File: src/rtl/calc_sequencer_if.sv
// Calculator sequencer bus: command frame in, ALU start/done, UART TX handshake, status.
// master = the sequencer itself, slave = the surrounding receive/ALU/TX logic.
interface calc_sequencer_if;
  logic        cmd_valid;
  logic [7:0]  operation;
  logic [7:0]  data_a;
  logic [7:0]  data_b;
  logic        cmd_ready;
  logic        alu_start;
  logic [7:0]  alu_op;
  logic [7:0]  alu_a;
  logic [7:0]  alu_b;
  logic        alu_done;
  logic [15:0] alu_result;
  logic        tx_start;
  logic [7:0]  tx_data;
  logic        tx_busy;
  logic        busy;
  logic        error;
  logic        overrun;

  modport master (
    input  cmd_valid, operation, data_a, data_b, alu_done, alu_result, tx_busy,
    output cmd_ready, alu_start, alu_op, alu_a, alu_b, tx_start, tx_data, busy, error, overrun
  );

  modport slave (
    output cmd_valid, operation, data_a, data_b, alu_done, alu_result, tx_busy,
    input  cmd_ready, alu_start, alu_op, alu_a, alu_b, tx_start, tx_data, busy, error, overrun
  );
endinterface

File: src/rtl/calc_sequencer.sv
// Sequences one calculator transaction: accept frame, run ALU, send result MSB first.
// Optional macro CALC_SEQ_CHECKSUM_EN appends an XOR checksum byte to every response.
module calc_sequencer #(
  parameter int unsigned TIMEOUT_CYCLES = 1024,
  parameter logic [7:0]  MAX_OPCODE     = 8'h07
) (
  input logic              clk,
  input logic              reset,
  calc_sequencer_if.master bus
);

  localparam int unsigned TIMER_W = 16;
  localparam int unsigned CNT_W   = 2;
  localparam int unsigned BYTE_W  = 8;
  localparam logic [TIMER_W-1:0] TIMER_LAST = TIMER_W'(TIMEOUT_CYCLES - 1);
  localparam logic [BYTE_W-1:0]  RSP_BAD_OP = 8'hEE;
  localparam logic [BYTE_W-1:0]  RSP_TMO    = 8'hEF;
`ifdef CALC_SEQ_CHECKSUM_EN
  localparam logic [CNT_W-1:0] EXTRA_BYTES = CNT_W'(1);
`else
  localparam logic [CNT_W-1:0] EXTRA_BYTES = CNT_W'(0);
`endif

  typedef enum logic [2:0] {IDLE, LAUNCH, WAIT_ALU, SEND, GAP, WAIT_TX} state_t;

  state_t              state_q, state_d;
  logic [BYTE_W-1:0]   op_q, op_d, a_q, a_d, b_q, b_d;
  logic                alu_start_q, alu_start_d;
  logic                tx_start_q, tx_start_d;
  logic [BYTE_W-1:0]   tx_data_q, tx_data_d;
  logic [TIMER_W-1:0]  timer_q, timer_d;
  logic [CNT_W-1:0]    cnt_q, cnt_d;
  logic [2*BYTE_W-1:0] result_q, result_d;
  logic                short_q, short_d;
  logic                error_q, error_d;
  logic                overrun_q, overrun_d;
  logic [BYTE_W-1:0]   cur_byte_c;
  logic [CNT_W-1:0]    last_idx_c;
  logic [TIMER_W-1:0]  timer_inc_c;

  assign bus.cmd_ready = (state_q == IDLE);
  assign bus.busy      = (state_q != IDLE);
  assign bus.alu_start = alu_start_q;
  assign bus.alu_op    = op_q;
  assign bus.alu_a     = a_q;
  assign bus.alu_b     = b_q;
  assign bus.tx_start  = tx_start_q;
  assign bus.tx_data   = tx_data_q;
  assign bus.error     = error_q;
  assign bus.overrun   = overrun_q;

  // Byte selection: short responses carry only the code in result_q[15:8]
  always_comb begin
    timer_inc_c = timer_q + TIMER_W'(1);
    last_idx_c  = (short_q ? CNT_W'(0) : CNT_W'(1)) + EXTRA_BYTES;
    if (cnt_q == CNT_W'(0)) begin
      cur_byte_c = result_q[15:8];
    end else if (cnt_q == CNT_W'(1) && !short_q) begin
      cur_byte_c = result_q[7:0];
    end else begin
      cur_byte_c = result_q[15:8] ^ (short_q ? BYTE_W'(0) : result_q[7:0]);
    end
  end

  // Next-state and registered-output decode
  always_comb begin
    state_d     = state_q;
    op_d        = op_q;
    a_d         = a_q;
    b_d         = b_q;
    alu_start_d = 1'b0;
    tx_start_d  = 1'b0;
    tx_data_d   = tx_data_q;
    timer_d     = timer_q;
    cnt_d       = cnt_q;
    result_d    = result_q;
    short_d     = short_q;
    error_d     = error_q;
    overrun_d   = overrun_q | (bus.cmd_valid & (state_q != IDLE));
    unique case (state_q)
      IDLE: begin
        if (bus.cmd_valid) begin
          op_d  = bus.operation;
          a_d   = bus.data_a;
          b_d   = bus.data_b;
          cnt_d = CNT_W'(0);
          if (bus.operation > MAX_OPCODE) begin
            result_d = {RSP_BAD_OP, BYTE_W'(0)};
            short_d  = 1'b1;
            state_d  = SEND;
          end else begin
            state_d = LAUNCH;
          end
        end
      end
      LAUNCH: begin
        alu_start_d = 1'b1;
        timer_d     = TIMER_W'(0);
        state_d     = WAIT_ALU;
      end
      WAIT_ALU: begin
        // done has priority over a timeout landing in the same cycle
        if (bus.alu_done) begin
          result_d = bus.alu_result;
          short_d  = 1'b0;
          state_d  = SEND;
        end else if (timer_inc_c == TIMER_LAST) begin
          error_d  = 1'b1;
          result_d = {RSP_TMO, BYTE_W'(0)};
          short_d  = 1'b1;
          state_d  = SEND;
        end else begin
          timer_d = timer_inc_c;
        end
      end
      SEND: begin
        if (!bus.tx_busy) begin
          tx_start_d = 1'b1;
          tx_data_d  = cur_byte_c;
          state_d    = GAP;
        end
      end
      GAP: begin
        state_d = WAIT_TX;
      end
      WAIT_TX: begin
        if (!bus.tx_busy) begin
          if (cnt_q == last_idx_c) begin
            state_d = IDLE;
          end else begin
            cnt_d   = cnt_q + CNT_W'(1);
            state_d = SEND;
          end
        end
      end
      default: state_d = IDLE;
    endcase
  end

  // State and output registers
  always_ff @(posedge clk or posedge reset) begin
    if (reset) begin
      state_q     <= IDLE;
      op_q        <= '0;
      a_q         <= '0;
      b_q         <= '0;
      alu_start_q <= 1'b0;
      tx_start_q  <= 1'b0;
      tx_data_q   <= '0;
      timer_q     <= '0;
      cnt_q       <= '0;
      result_q    <= '0;
      short_q     <= 1'b0;
      error_q     <= 1'b0;
      overrun_q   <= 1'b0;
    end else begin
      state_q     <= state_d;
      op_q        <= op_d;
      a_q         <= a_d;
      b_q         <= b_d;
      alu_start_q <= alu_start_d;
      tx_start_q  <= tx_start_d;
      tx_data_q   <= tx_data_d;
      timer_q     <= timer_d;
      cnt_q       <= cnt_d;
      result_q    <= result_d;
      short_q     <= short_d;
      error_q     <= error_d;
      overrun_q   <= overrun_d;
    end
  end

endmodule

File: src/flat_wrapper.sv
// flat-port wrapper written by rule: the top's interface ports become plain ports
module calc_sequencer_flat 
#(
  parameter int unsigned TIMEOUT_CYCLES = 1024,
  parameter logic [7:0]  MAX_OPCODE     = 8'h07
)
  (clk, reset, bus_cmd_valid, bus_operation, bus_data_a, bus_data_b, bus_alu_done, bus_alu_result, bus_tx_busy, bus_cmd_ready, bus_alu_start, bus_alu_op, bus_alu_a, bus_alu_b, bus_tx_start, bus_tx_data, bus_busy, bus_error, bus_overrun);
  calc_sequencer_if bus_i ();
  input logic clk;
  input logic reset;
  input wire logic [$bits(bus_i.cmd_valid)-1:0] bus_cmd_valid;
  input wire logic [$bits(bus_i.operation)-1:0] bus_operation;
  input wire logic [$bits(bus_i.data_a)-1:0] bus_data_a;
  input wire logic [$bits(bus_i.data_b)-1:0] bus_data_b;
  input wire logic [$bits(bus_i.alu_done)-1:0] bus_alu_done;
  input wire logic [$bits(bus_i.alu_result)-1:0] bus_alu_result;
  input wire logic [$bits(bus_i.tx_busy)-1:0] bus_tx_busy;
  output wire logic [$bits(bus_i.cmd_ready)-1:0] bus_cmd_ready;
  output wire logic [$bits(bus_i.alu_start)-1:0] bus_alu_start;
  output wire logic [$bits(bus_i.alu_op)-1:0] bus_alu_op;
  output wire logic [$bits(bus_i.alu_a)-1:0] bus_alu_a;
  output wire logic [$bits(bus_i.alu_b)-1:0] bus_alu_b;
  output wire logic [$bits(bus_i.tx_start)-1:0] bus_tx_start;
  output wire logic [$bits(bus_i.tx_data)-1:0] bus_tx_data;
  output wire logic [$bits(bus_i.busy)-1:0] bus_busy;
  output wire logic [$bits(bus_i.error)-1:0] bus_error;
  output wire logic [$bits(bus_i.overrun)-1:0] bus_overrun;
  assign bus_i.cmd_valid = bus_cmd_valid;
  assign bus_i.operation = bus_operation;
  assign bus_i.data_a = bus_data_a;
  assign bus_i.data_b = bus_data_b;
  assign bus_i.alu_done = bus_alu_done;
  assign bus_i.alu_result = bus_alu_result;
  assign bus_i.tx_busy = bus_tx_busy;
  assign bus_cmd_ready = bus_i.cmd_ready;
  assign bus_alu_start = bus_i.alu_start;
  assign bus_alu_op = bus_i.alu_op;
  assign bus_alu_a = bus_i.alu_a;
  assign bus_alu_b = bus_i.alu_b;
  assign bus_tx_start = bus_i.tx_start;
  assign bus_tx_data = bus_i.tx_data;
  assign bus_busy = bus_i.busy;
  assign bus_error = bus_i.error;
  assign bus_overrun = bus_i.overrun;
  calc_sequencer #(.TIMEOUT_CYCLES(TIMEOUT_CYCLES), .MAX_OPCODE(MAX_OPCODE)) u_core (.clk(clk), .reset(reset), .bus(bus_i));
endmodule
File: config.mk
export PLATFORM = sky130hd
export DESIGN_NAME = calc_sequencer_flat
export DESIGN_NICKNAME = d
export VERILOG_FILES = /design/src/rtl/calc_sequencer_if.sv /design/src/rtl/calc_sequencer.sv /design/src/flat_wrapper.sv
export SDC_FILE = /design/constraint.sdc
export NUM_CORES = 1
export LEC_CHECK = 0
export BUFFER_PORTS_ARGS = -buffer_cell sky130_fd_sc_hd__buf_2
export CORE_MARGIN = 2
export CORE_UTILIZATION = 49
export CTS_BUF_LIST = sky130_fd_sc_hd__clkbuf_16
export CTS_CLUSTER_DIAMETER = 30
export DETAILED_ROUTE_END_ITERATION = 6
export PLACE_DENSITY = 0.84
export SLEW_MARGIN = 25
export SYNTH_ARGS = -nofsm -noshare
export SYNTH_HDL_FRONTEND = slang
export SYNTH_SLANG_ARGS = --single-unit
File: constraint.sdc
create_clock -name clk -period 2.6 [get_ports clk]
set_input_delay 0.26 -clock clk [delete_from_list [all_inputs] [get_ports clk]]
set_output_delay 0.26 -clock clk [all_outputs]
set_load 0.005 [all_outputs]
==> insert_results.sql <==
INSERT INTO impl_metrics (metric_group, metric, value, unit) VALUES
('yosys', 'synth.top_cells.by_area', 'dfrtp_1 48%, mux2_2 7.0%, nand2_1 4.1%', ''),
('route', 'detailedRoute.firstIterationViolations', '331', ''),
('yosys', 'ys_dominant_reg_cell', 'dfrtp_1', ''),
('route', 'firstDrtPassIters', '5', ''),
('floorplan', 'initial_core_util', '50.5', '%'),
('yosys', 'synth_seq_cells', '74', ''),
('floorplan', 'dieHeight', '93.0', 'um'),
('route', 'via_count', '3485', ''),
('timing', 'max_freq', '386', 'MHz'),
('cells_and_area', 'area_growth', '23.2', '%'),
('pwr', 'pwr-share-clk', '21.8', '%'),
('place', 'placed_cells_incl_taps', '552', ''),
('setup_path', 'critical_path.slowest_cell', 'nor4_1', ''),
('pwr', 'seq_power_share', '36.9', '%'),
('floorplan', 'std_cell_rows', '32', ''),
('yosys', 'synth-async-reset-ratio', '100', '%'),
('setup_path', 'critPathTopFamily', 'simple AND/OR/NAND/NOR gates', ''),
('timing', 'fin_crit', '2.59', 'ns'),
('timing', 'clock_skew', '0.00944', 'ns'),
('cells_and_area', 'final_area', '0.00479', 'mm^2'),
('clocking', 'clk_pin_slew', '0.07', 'ns'),
('cells_and_area', 'final_cell_count_no_fill', '576', ''),
('pwr', 'p_switching', '2.22', 'mW'),
('yosys', 'syn_area_per_cell', '10.3', 'um^2'),
('cells_and_area', 'fin_util', '62.3', '%'),
('clocking', 'ctsLongestPathBuffers', '2', ''),
('setup_path', 'cp_cell_sequence', 'ha_2 -> nand4_1 -> nor4_1 -> xnor2_1 -> nand2_1 -> nor3_1 -> o21ai_2 -> a22o_1', ''),
('place', 'dpl-instance-area', '0.00441', 'mm^2'),
('pwr', 'total_leakage_power', '2.13', 'nW'),
('global_route', 'maximum_number_of_pins_on_one_net_before_global_route_repair', '41', ''),
('yosys', 'synth.yosys.warnings', '0', ''),
('timing', 'slew_headroom', '44.9', '%'),
('place', 'io_buffer_count', '82', ''),
('setup_path', 'end_kind', 'flip-flop', ''),
('place', 'detailed_place_hpwl', '6.73', 'mm'),
('clocking', 'ctsHtreeMaxLevel', '3', ''),
('timing', 'final_period_util', '99.7', '%'),
('global_route', 'globalRouteTotalUtil', '23.4', '%'),
('clocking', 'ctsHoldBuffers', '0', ''),
('floorplan', 'width_of_the_chip', '93.0', 'um'),
('timing', 'slew_violations', '0', ''),
('timing', 'final-setup-viol-count', '0', ''),
('setup_path', 'worst_ep_required_time', '2.82', 'ns'),
('yosys', 'mappedNetlistArea', '0.00388', 'mm^2'),
('pwr', 'p_int', '3.56', 'mW'),
('global_route', 'grt_first_pass_wirelength', '16.0', 'mm'),
('cells_and_area', 'final-seq-area', '0.00185', 'mm^2'),
('clocking', 'worst_skew_pair.late_latency', '0.34', 'ns'),
('global_route', 'antenna_found_initial', '0', ''),
('route', 'route.final.wire_length', '9.92', 'mm'),
('clocking', 'clock_tree_from_tritoncts', 'done', ''),
('floorplan', 'design.portCount', '83', ''),
('yosys', 'netlist-cell-type-count', '59', ''),
('run_status', 'status', 'finished clean', ''),
('route', 'route.antenna.remaining_nets', '0', ''),
('cells_and_area', 'fillerInstances', '617', ''),
('setup_path', 'crit_type', 'reg -> reg', ''),
('pwr', 'design_power_total', '5.78', 'mW'),
('place', 'gp_congestion', '1.00', ''),
('setup_path', 'setup.worst_path.start_class', 'flip-flop', ''),
('yosys', 'synth_nets', '428', ''),
('floorplan', 'core_region_area', '0.00769', 'mm^2'),
('cells_and_area', 'proportion_of_layout_cells_with_a_drive_suffix_above_1', '34.2', '%'),
('yosys', 'synth_cells', '379', ''),
('clocking', 'cts-buffers-inserted', '9', ''),
('hold_path', 'holdCritPathClass', 'in -> async', ''),
('floorplan', 'die_footprint', '0.00866', 'mm^2'),
('clocking', 'clock-sinks', '74', ''),
('route', 'wl_per_cell', '17.2', 'um'),
('route', 'viasPerCell', '6.05', ''),
('setup_path', 'critical_path_peak_fanout', '9', '');
## registers in the layout, indices dropped and copies added (netlist names)
name,flops
u_core.bus.alu_b,8
u_core.bus.overrun,1
u_core.bus.alu_a,8
u_core.bus.alu_op,8
u_core.timer_q,16
u_core.bus.tx_start,1
u_core.bus.error,1
u_core.result_q,16
u_core.state_q,3
u_core.short_q,1
u_core.bus.alu_start,1
u_core.bus.tx_data,8
u_core.cnt_q,2
## worst paths after layout
path,start,end,slack [ns],cells past startpoint
max in group asynchronous,reset,u_core.timer_q[7]$_DFFE_PP0P_,1.87,3
min in group clk,bus_alu_result[7],u_core.result_q[7]$_DFFE_PP0P_,0.14,2
worst max-delay path,u_core.timer_q[1]$_DFFE_PP0P_,u_core.result_q[0]$_DFFE_PP0P_,0.008,8
worst max register to register,u_core.timer_q[1]$_DFFE_PP0P_,u_core.result_q[0]$_DFFE_PP0P_,0.008,8
worst min register to register,u_core.bus.tx_data[6]$_DFFE_PP0P_,u_core.bus.tx_data[6]$_DFFE_PP0P_,0.47,1
worst min-delay path,reset,u_core.bus.tx_data[1]$_DFFE_PP0P_,0.04,2
## kinds of logic (layout without fill, tap and decap cells)
logic type               Yosys count  after routing  synth area share (%)
XOR/XNOR                           4              4                 0.902
AND/OR/NAND/NOR                  130            130                  17.6
multiplexers                      30             30                  8.50
AO/OA/AOI/OAI                    100            100                  19.5
buffers and inverters             37            132                  4.64
adder cells (fa/ha/maj)            4              4                  1.29
flip-flops                        74             74                  47.7
## area by class of cell
cell class | count | share of cell area [%]
Sequential cell | 74 | 38.7
Clock buffer | 9 | 4.71
Timing Repair Buffer | 105 | 12.7
Multi-Input combinational cell | 268 | 38.8
Clock inverter | 7 | 1.59
Inverter | 11 | 0.863
Tap cell | 102 | 2.67
## timing repair
item / 4_1_cts / 5_1_grt
resized for setup: 0 / 7
setup endpoints to repair: 0 / 19
buffers inserted: 0 / 8
## cells in the mapped netlist, types with 5 or more instances
cell type,instances
o22a_1,7
nand2b_1,7
nand2_1,42
a41oi_2,5
nand3b_1,6
clkbuf_1,11
nand3_1,14
a22o_1,10
nor3_1,7
o21ai_0,17
nand4_1,7
o31ai_1,10
mux2i_1,6
buf_4,8
nor2_1,16
dfrtp_1,74
mux2_2,24
and3_1,5
a21o_1,5
a21oi_1,20
inv_1,10
## per-layer routing
layer | vias up | routed length, um | global-route usage, % | part of all wire (%)
met5 | - | 0 | 0 | 0
met4 | 0 | 225 | 10.2 | 2.3
met3 | 28 | 631 | 5.00 | 6.4
met2 | 159 | 5030 | 40.9 | 51
met1 | 1720 | 4040 | 27.7 | 41
li1 | 1578 | - | - | -
## cell usage in the layout (no fill, tap or decap), types with 4 or more instances in the layout
| master | synthesis | routed |
|---|---|---|
| o31ai_1 | 10 | 10 |
| buf_2 | 2 | 82 |
| nor2_1 | 16 | 16 |
| mux2_2 | 24 | 24 |
| a22o_1 | 10 | 10 |
| nor4_1 | 4 | 4 |
| o22a_1 | 7 | 7 |
| nand2b_1 | 7 | 7 |
| o211ai_1 | 4 | 4 |
| xnor2_1 | 4 | 4 |
| nand3_1 | 14 | 14 |
| and3_1 | 5 | 5 |
| nand2_1 | 42 | 42 |
| a21o_1 | 5 | 5 |
| dfrtp_1 | 74 | 73 |
| o21ai_0 | 17 | 17 |
| inv_1 | 10 | 10 |
| a21oi_1 | 20 | 20 |
| buf_4 | 8 | 19 |
| nand3b_1 | 6 | 6 |
| a41oi_2 | 5 | 5 |
| nor3_1 | 7 | 7 |
| mux2i_1 | 6 | 6 |
| clkbuf_16 | 0 | 9 |
| nand4b_1 | 4 | 4 |
| or3_1 | 4 | 4 |
| nand4_1 | 7 | 7 |
## worst reg2reg max path, cell delays in order (launching register included)
cell     delay (ns)
dfrtp_1        0.41
ha_2           0.22
nand4_1        0.17
nor4_1         0.42
xnor2_1        0.22
nand2_1        0.14
nor3_1         0.39
o21ai_2        0.23
a22o_1         0.28
## power by group through the flow
| stage | logic [mW] | clock network [mW] | registers [mW] |
|---|---|---|---|
| 6_report | 2.39 | 1.26 | 2.13 |
| 5_1_grt | 2.61 | 1.31 | 2.19 |
| 4_1_cts | 2.32 | 1.27 | 2.11 |
| 3_5_place_dp | 2.30 | 0 | 2.12 |
| 3_3_place_gp | 2.17 | 0 | 2.08 |
| 2_1_floorplan | 1.64 | 0 | 1.98 |
## stage by stage
| step | TNS [ns] | hold slack (ns) | worst slack (ns) |
|---|---|---|---|
| floorplan | 0 | 0.377 | 0.101 |
| global placement | 0 | 0.425 | 0.162 |
| detailed placement | 0 | 0.428 | 0.0851 |
| CTS | 0 | 0.0663 | 0.0592 |
| global route | -1.02 | 0.116 | -0.0731 |
| finish | 0 | 0.0403 | 0.00769 |
(Power assumes the default switching activity.)
